--- config.mk ---
export PLATFORM = sky130hd
export DESIGN_NAME = game_ctrl_flat
export DESIGN_NICKNAME = d
export VERILOG_FILES = /design/src/rtl/game_pkg.sv /design/src/rtl/game_ctrl_if.sv /design/src/rtl/btn_cond.sv /design/src/rtl/game_ctrl.sv /design/src/flat_wrapper.sv
export SDC_FILE = /design/constraint.sdc
export NUM_CORES = 1
export LEC_CHECK = 0
export BUFFER_PORTS_ARGS = -buffer_cell sky130_fd_sc_hd__buf_4
export CAP_MARGIN = 15
export CORE_MARGIN = 3
export CORE_UTILIZATION = 63
export CTS_CLUSTER_DIAMETER = 50
export CTS_CLUSTER_SIZE = 8
export DETAILED_ROUTE_END_ITERATION = 8
export PLACE_DENSITY = 0.84
export SYNTH_ARGS = -nofsm -noshare
export SYNTH_HDL_FRONTEND = slang
export SYNTH_SLANG_ARGS = --single-unit
--- constraint.sdc ---
create_clock -name pix_clk -period 7.66 [get_ports pix_clk]
set_input_delay 0.383 -clock pix_clk [delete_from_list [all_inputs] [get_ports pix_clk]]
set_output_delay 0.383 -clock pix_clk [all_outputs]
set_load 0.03 [all_outputs]
--- src/rtl/game_pkg.sv ---
// Shared constants for the gaming-logic and graphic stages: state encoding,
// fixed-point format and screen geometry.
package game_pkg;

    localparam int FRAC_BITS = 4;
    localparam int SCREEN_H  = 480;
    localparam int BIRD_H    = 24;

    // Lowest legal bird position (top edge) in Q12.4; reaching it ends the game.
    localparam int FLOOR_Q   = (SCREEN_H - BIRD_H) << FRAC_BITS;

    typedef enum logic [1:0] {
        ST_IDLE = 2'd0,
        ST_PLAY = 2'd1,
        ST_DEAD = 2'd2
    } game_state_t;

    function automatic logic [15:0] to_pixel(input logic [15:0] pos);
        return pos >> FRAC_BITS;
    endfunction

endpackage

--- src/rtl/game_ctrl_if.sv ---
// Signals between the game controller and its neighbours (scan counters in,
// bird position/state and frame events out).
interface game_ctrl_if;

    logic [15:0] sx;
    logic [15:0] sy;
    logic        collide;
    logic [15:0] bird_y;
    logic [1:0]  game_state;
    logic        frame_tick;
    logic        flap;

    modport master (
        input  sx, sy, collide,
        output bird_y, game_state, frame_tick, flap
    );

    modport slave (
        output sx, sy, collide,
        input  bird_y, game_state, frame_tick, flap
    );

endinterface

--- src/rtl/btn_cond.sv ---
// Raw button conditioning: two-flop synchroniser, debounce counter and a
// single-cycle pulse on each accepted rising level.
module btn_cond #(
    parameter int DEBOUNCE_CYC = 250000
) (
    input  logic pix_clk,
    input  logic pix_rstn,
    input  logic button,
    output logic press
);

    localparam int CW = $clog2(DEBOUNCE_CYC + 1);
    localparam logic [CW-1:0] CNT_LAST = CW'(DEBOUNCE_CYC - 1);

    logic          sync1;
    logic          sync2;
    logic          level;
    logic          level_d;
    logic [CW-1:0] cnt;

    always_ff @(posedge pix_clk or negedge pix_rstn) begin
        if (!pix_rstn) begin
            sync1   <= 1'b0;
            sync2   <= 1'b0;
            level   <= 1'b0;
            level_d <= 1'b0;
            cnt     <= '0;
            press   <= 1'b0;
        end else begin
            sync1   <= button;
            sync2   <= sync1;
            level_d <= level;
            press   <= level & ~level_d;

            // Any return to the accepted level restarts the stability window.
            if (sync2 == level) begin
                cnt <= '0;
            end else if (cnt == CNT_LAST) begin
                cnt   <= '0;
                level <= ~level;
            end else begin
                cnt <= cnt + 1'b1;
            end
        end
    end

endmodule

--- src/rtl/game_ctrl.sv ---
// Game state machine with Q12.4 bird physics, stepped once per frame from a
// tick derived from the scan counters.
module game_ctrl
    import game_pkg::*;
#(
    parameter int Y_START      = 228,
    parameter int GRAVITY      = 4,
    parameter int FLAP_VEL     = 64,
    parameter int MAX_FALL     = 128,
    parameter int TICK_LINE    = 480,
    parameter int DEBOUNCE_CYC = 250000,
    parameter int DEAD_HOLD    = 60
) (
    input  logic        pix_clk,
    input  logic        pix_rstn,
    input  logic        button,
    game_ctrl_if.master bus
);

    localparam int DW = $clog2(DEAD_HOLD + 1);

    localparam logic [15:0]        POS_RST   = 16'(Y_START << FRAC_BITS);
    localparam logic [15:0]        FLOOR_POS = 16'(FLOOR_Q);
    localparam logic signed [11:0] FLAP_V    = 12'(-FLAP_VEL);
    localparam logic signed [12:0] MAX_V     = 13'(MAX_FALL);
    localparam logic [12:0]        GRAV_V    = 13'(GRAVITY);
    localparam logic [DW-1:0]      HOLD_CNT  = DW'(DEAD_HOLD);

    game_state_t        state;
    logic [15:0]        pos;
    logic signed [11:0] vel;
    logic               flap_pending;
    logic [DW-1:0]      dead_cnt;
    logic               frame_tick;
    logic               flap;

    logic               flap_now;
    logic signed [12:0] vel_wide;
    logic signed [11:0] vel_n;
    logic [16:0]        pos_wide;
    logic               ceil_hit;
    logic               floor_hit;

    btn_cond #(
        .DEBOUNCE_CYC(DEBOUNCE_CYC)
    ) u_btn_cond (
        .pix_clk (pix_clk),
        .pix_rstn(pix_rstn),
        .button  (button),
        .press   (flap)
    );

    always_comb begin
        flap_now = flap_pending | flap;
        vel_wide = {vel[11], vel} + GRAV_V;
        vel_n    = vel_wide[11:0];
        if (flap_now) begin
            vel_n = FLAP_V;
        end else if (vel_wide > MAX_V) begin
            vel_n = MAX_V[11:0];
        end
        // Bit 16 is the sign of the candidate position; magnitudes are far
        // from the 16-bit limit so it cannot alias with a real overflow.
        pos_wide  = {1'b0, pos} + {{5{vel_n[11]}}, vel_n};
        ceil_hit  = pos_wide[16];
        floor_hit = !pos_wide[16] && (pos_wide[15:0] >= FLOOR_POS);
    end

    always_ff @(posedge pix_clk or negedge pix_rstn) begin
        if (!pix_rstn) begin
            state        <= ST_IDLE;
            pos          <= POS_RST;
            vel          <= '0;
            flap_pending <= 1'b0;
            dead_cnt     <= '0;
            frame_tick   <= 1'b0;
        end else begin
            frame_tick <= (bus.sx == 16'd0) && (bus.sy == 16'(TICK_LINE));

            case (state)
                ST_IDLE: begin
                    if (flap) begin
                        state        <= ST_PLAY;
                        flap_pending <= 1'b1;
                    end
                end

                ST_PLAY: begin
                    if (frame_tick) begin
                        flap_pending <= 1'b0;
                        if (ceil_hit) begin
                            pos <= '0;
                            vel <= '0;
                        end else if (floor_hit) begin
                            pos <= FLOOR_POS;
                            vel <= '0;
                        end else begin
                            pos <= pos_wide[15:0];
                            vel <= vel_n;
                        end
                    end else if (flap) begin
                        flap_pending <= 1'b1;
                    end

                    if (bus.collide || (frame_tick && floor_hit)) begin
                        state <= ST_DEAD;
                    end
                end

                ST_DEAD: begin
                    if (flap && (dead_cnt == HOLD_CNT)) begin
                        state        <= ST_IDLE;
                        pos          <= POS_RST;
                        vel          <= '0;
                        flap_pending <= 1'b0;
                        dead_cnt     <= '0;
                    end else if (frame_tick && (dead_cnt != HOLD_CNT)) begin
                        dead_cnt <= dead_cnt + 1'b1;
                    end
                end

                default: begin
                    state <= ST_IDLE;
                end
            endcase
        end
    end

    assign bus.bird_y     = to_pixel(pos);
    assign bus.game_state = state;
    assign bus.frame_tick = frame_tick;
    assign bus.flap       = flap;

endmodule

--- src/flat_wrapper.sv ---
// flat-port wrapper written by rule: the top's interface ports become plain ports
module game_ctrl_flat import game_pkg::*;
#(
    parameter int Y_START      = 228,
    parameter int GRAVITY      = 4,
    parameter int FLAP_VEL     = 64,
    parameter int MAX_FALL     = 128,
    parameter int TICK_LINE    = 480,
    parameter int DEBOUNCE_CYC = 250000,
    parameter int DEAD_HOLD    = 60
)
  (pix_clk, pix_rstn, button, bus_sx, bus_sy, bus_collide, bus_bird_y, bus_game_state, bus_frame_tick, bus_flap);
  game_ctrl_if bus_i ();
  input  logic pix_clk;
  input  logic pix_rstn;
  input  logic button;
  input wire logic [$bits(bus_i.sx)-1:0] bus_sx;
  input wire logic [$bits(bus_i.sy)-1:0] bus_sy;
  input wire logic [$bits(bus_i.collide)-1:0] bus_collide;
  output wire logic [$bits(bus_i.bird_y)-1:0] bus_bird_y;
  output wire logic [$bits(bus_i.game_state)-1:0] bus_game_state;
  output wire logic [$bits(bus_i.frame_tick)-1:0] bus_frame_tick;
  output wire logic [$bits(bus_i.flap)-1:0] bus_flap;
  assign bus_i.sx = bus_sx;
  assign bus_i.sy = bus_sy;
  assign bus_i.collide = bus_collide;
  assign bus_bird_y = bus_i.bird_y;
  assign bus_game_state = bus_i.game_state;
  assign bus_frame_tick = bus_i.frame_tick;
  assign bus_flap = bus_i.flap;
  game_ctrl #(.Y_START(Y_START), .GRAVITY(GRAVITY), .FLAP_VEL(FLAP_VEL), .MAX_FALL(MAX_FALL), .TICK_LINE(TICK_LINE), .DEBOUNCE_CYC(DEBOUNCE_CYC), .DEAD_HOLD(DEAD_HOLD)) u_core (.pix_clk(pix_clk), .pix_rstn(pix_rstn), .button(button), .bus(bus_i));
endmodule
==> results.cfg <==
[grt]
gr-total-overflow = 0
track_usage_pct = 26.5
grt_start_max_net_pins = 62
grt_pass1_wl_um = 16600
grt_pass1_vias = 3678
grt_antenna_before_repair = 0

[logic_synthesis]
yosysSeqAreaShare_pct = 35.2
synth_cells = 476
async_flop_share_pct = 100
synth_xor_area_share_pct = 6.64
synth_edf_count = 0
synth_compound_area_share_pct = 22.0
synthAdderAreaFrac_pct = 7.64
ys_types = 75
synth_seq_cells = 61
synthMuxAreaShare_pct = 0.718
synth_ff_type = dfrtp_1
synth_area_sq_mm = 0.00435
synth_top_family_by_area = compound AO/OA/AOI/OAI gates
postSynthAreaPerCell_sq_um = 9.15
yosysWarnings = 0
synth-simple-area-share_pct = 21.0

[detailed_routing]
drt_iter0_drc = 243
ant_nets = 0
drt-pass1-iter-count = 4
wirelength_um = 9780
avgRoutedWirePerCell_um = 16.4
vias_per_cell = 6.26
drc = 0
routed-via-count = 3723

[clock_tree]
cts_max_level = 3
cts_tree = done
numCtsBuffers = 9
ctsResizeCount = 0
hold_buffers = 0
cts_setup_buffers = 0
clock_sinks = 61
cts-root-buf = clkbuf_8
insertion_delay_ps = 340
clk_pin_slew_ps = 70
cts_max_path_buffers = 2

[sta]
timing.final.crit_share_pct = 75.4
hold_violations = 0
period_needed_ps = 5770
relSlewSlack_pct = 29.9
finalClockSkew_ps = 7.71
fin_tns_setup_ps = 0
tightest_slew_ps = 1040
finalSetupViolations = 0
rsz0062_at_grt = no
fmax_mhz = 173
slew_viol_final = 0

[placement]
gp_congestion = 0.866
dpl_cell_area_sq_mm = 0.00463
io_buffer_count = 51
dp_hpwl_um = 7090

[pwr]
ir_worst_vdd_v = 0.000142
p_per_area_mw_per_mm2 = 133
leakage_uw = 0.00224

[final_layout]
final_nets = 575
fillers = 485
areaGrowthSynthToFinish_pct = 11.2
final_common_cell = dfrtp_1
drive_above_1_share_pct = 17.8
mostFrequentLayoutCells = dfrtp_1 (57), buf_4 (52), nor2_1 (49)
design_area_sq_mm = 0.00484
diodes = 0

[floorplan]
initial_core_util_pct = 66.7
pin_count = 56
die_width_um = 89.1
core_area_sq_mm = 0.00653
die_h_um = 89.1
die_area_sq_mm = 0.00795
rows = 29

[worst_setup_path]
worstPathRequired_ps = 7880
endpoint_kind = flip-flop
cp-start-kind = flip-flop
critPathKind = reg -> reg
crit_fanout = 16
cp.arrival_ps = 5990

[run_status]
status = finished, final reports clean

[hold_path]
hp-class = in -> async

[flow_run]
maxCapViolations = 0
[flip-flops by register name, indices dropped and copies added (netlist names)]
| name | count |
|---|---|
| u_core.u_btn_cond.level | 1 |
| u_core.pos | 16 |
| u_core.u_btn_cond.press | 1 |
| u_core.u_btn_cond.sync2 | 1 |
| u_core.flap_pending | 1 |
| u_core.bus.game_state | 2 |
| u_core.bus.frame_tick | 1 |
| u_core.vel | 12 |
| u_core.u_btn_cond.level_d | 1 |
| u_core.u_btn_cond.cnt | 18 |
| u_core.u_btn_cond.sync1 | 1 |
| u_core.dead_cnt | 6 |
[where the power goes]
group	switching (uW)	internal (uW)	total [uW]
clock	132	161	293
combinational	14.1	13.5	27.5
sequential	1.43	324	325
[critical path, cell delays in order, from the launching register on]
cell	delay, ps
dfrtp_1	510
ha_1	460
and2_1	190
a21o_1	110
a22o_1	130
a31oi_1	100
o311a_1	390
nor4_2	860
and2_1	250
ha_1	210
inv_1	70
fa_1	380
nand2b_1	220
a21oi_1	290
a41oi_1	200
o31ai_1	310
o211ai_1	160
o2111a_4	390
and3b_1	190
a221o_1	250
[synthesized netlist by cell type, types with 3 or more instances]
| library cell | instances | share of area, % |
|---|---|---|
| dfstp_2 | 4 | 2.4 |
| o21ai_0 | 20 | 2.3 |
| buf_4 | 17 | 2.9 |
| inv_1 | 19 | 1.6 |
| a32o_1 | 4 | 0.92 |
| nor2_1 | 49 | 4.2 |
| xor2_1 | 18 | 3.6 |
| o211ai_1 | 5 | 0.86 |
| o31ai_1 | 3 | 0.52 |
| o21a_1 | 5 | 0.86 |
| nor4_1 | 7 | 1.0 |
| xnor2_1 | 15 | 3.0 |
| o211a_1 | 6 | 1.4 |
| ha_1 | 25 | 7.2 |
| clkbuf_1 | 4 | 0.34 |
| nand2b_1 | 7 | 1.0 |
| nand3_1 | 22 | 2.5 |
| or2_2 | 3 | 0.43 |
| o22ai_1 | 4 | 0.57 |
| and3_1 | 8 | 1.1 |
| a211oi_1 | 3 | 0.52 |
| nand2_1 | 32 | 2.8 |
| nor3_1 | 9 | 1.0 |
| and2_1 | 7 | 1.0 |
| a21oi_1 | 20 | 2.3 |
| or3_1 | 4 | 0.57 |
| nor2b_1 | 6 | 0.86 |
| a21o_1 | 8 | 1.4 |
| dfrtp_1 | 57 | 33 |
| a22o_1 | 9 | 1.8 |
| o2111ai_1 | 4 | 0.80 |
| buf_6 | 3 | 0.78 |
| nand4_1 | 9 | 1.3 |
| a31oi_1 | 4 | 0.57 |
[path summary, 6_finish.rpt]
kind	from	end	slack, ps	cells after the start
worst max-delay path	u_core.vel[2]$_DFFE_PN0P_	u_core.vel[7]$_DFFE_PN0P_	1890	19
worst min-delay path	pix_rstn	u_core.pos[13]$_DFFE_PN0P_	100	1
worst max register to register	u_core.vel[2]$_DFFE_PN0P_	u_core.vel[7]$_DFFE_PN0P_	1890	19
worst min register to register	u_core.u_btn_cond.sync1$_DFF_PN0_	u_core.u_btn_cond.sync2$_DFF_PN0_	360	0
max in group asynchronous	pix_rstn	u_core.pos[12]$_DFFE_PN0P_	7040	1
min in group pix_clk	button	u_core.u_btn_cond.sync1$_DFF_PN0_	150	1
[per-layer routing]
layer  GRT usage [%]  up-vias  routed length (um)
met5               0        -                   0
met4            6.90        0                 164
met3            6.73       18                 599
met2            44.2      107                4870
met1            34.4     1789                4150
li1                -     1809                   -
[metrics by stage]
step                setup WS [ps]  std cells  util, %  hold WS, ps  total power [uW]
finish                       1890        595     74.1          104               646
global route                 1400        595     74.1          123               672
CTS                          1910        595     74.1          133               652
detailed placement           1950        579     70.9          340               360
global placement             2090        579     70.9          335               359
floorplan                    3030        479        -         87.4               340
[area by class of cell]
cell class                 count  area, sq um  area share (%)
clock buffer                  10          138            2.84
clock inverter                 6         71.3            1.47
inverter                      19         71.3            1.47
multi-input combinational    370         2540            52.5
sequential                    61         1530            31.6
tap                           77         96.3            1.99
timing repair buffer          52          390            8.06
[cells by family (layout without fill, tap and decap cells)]
kind of cell | Yosys count | after routing
AO/OA/AOI/OAI | 127 | 127
AND/OR/NAND/NOR | 177 | 177
flip-flops | 61 | 61
buffers and inverters | 48 | 87
adder cells (fa/ha/maj) | 26 | 26
other | 1 | 4
XOR/XNOR | 33 | 33
multiplexers | 3 | 3
Power figures use the tool's default switching activity.
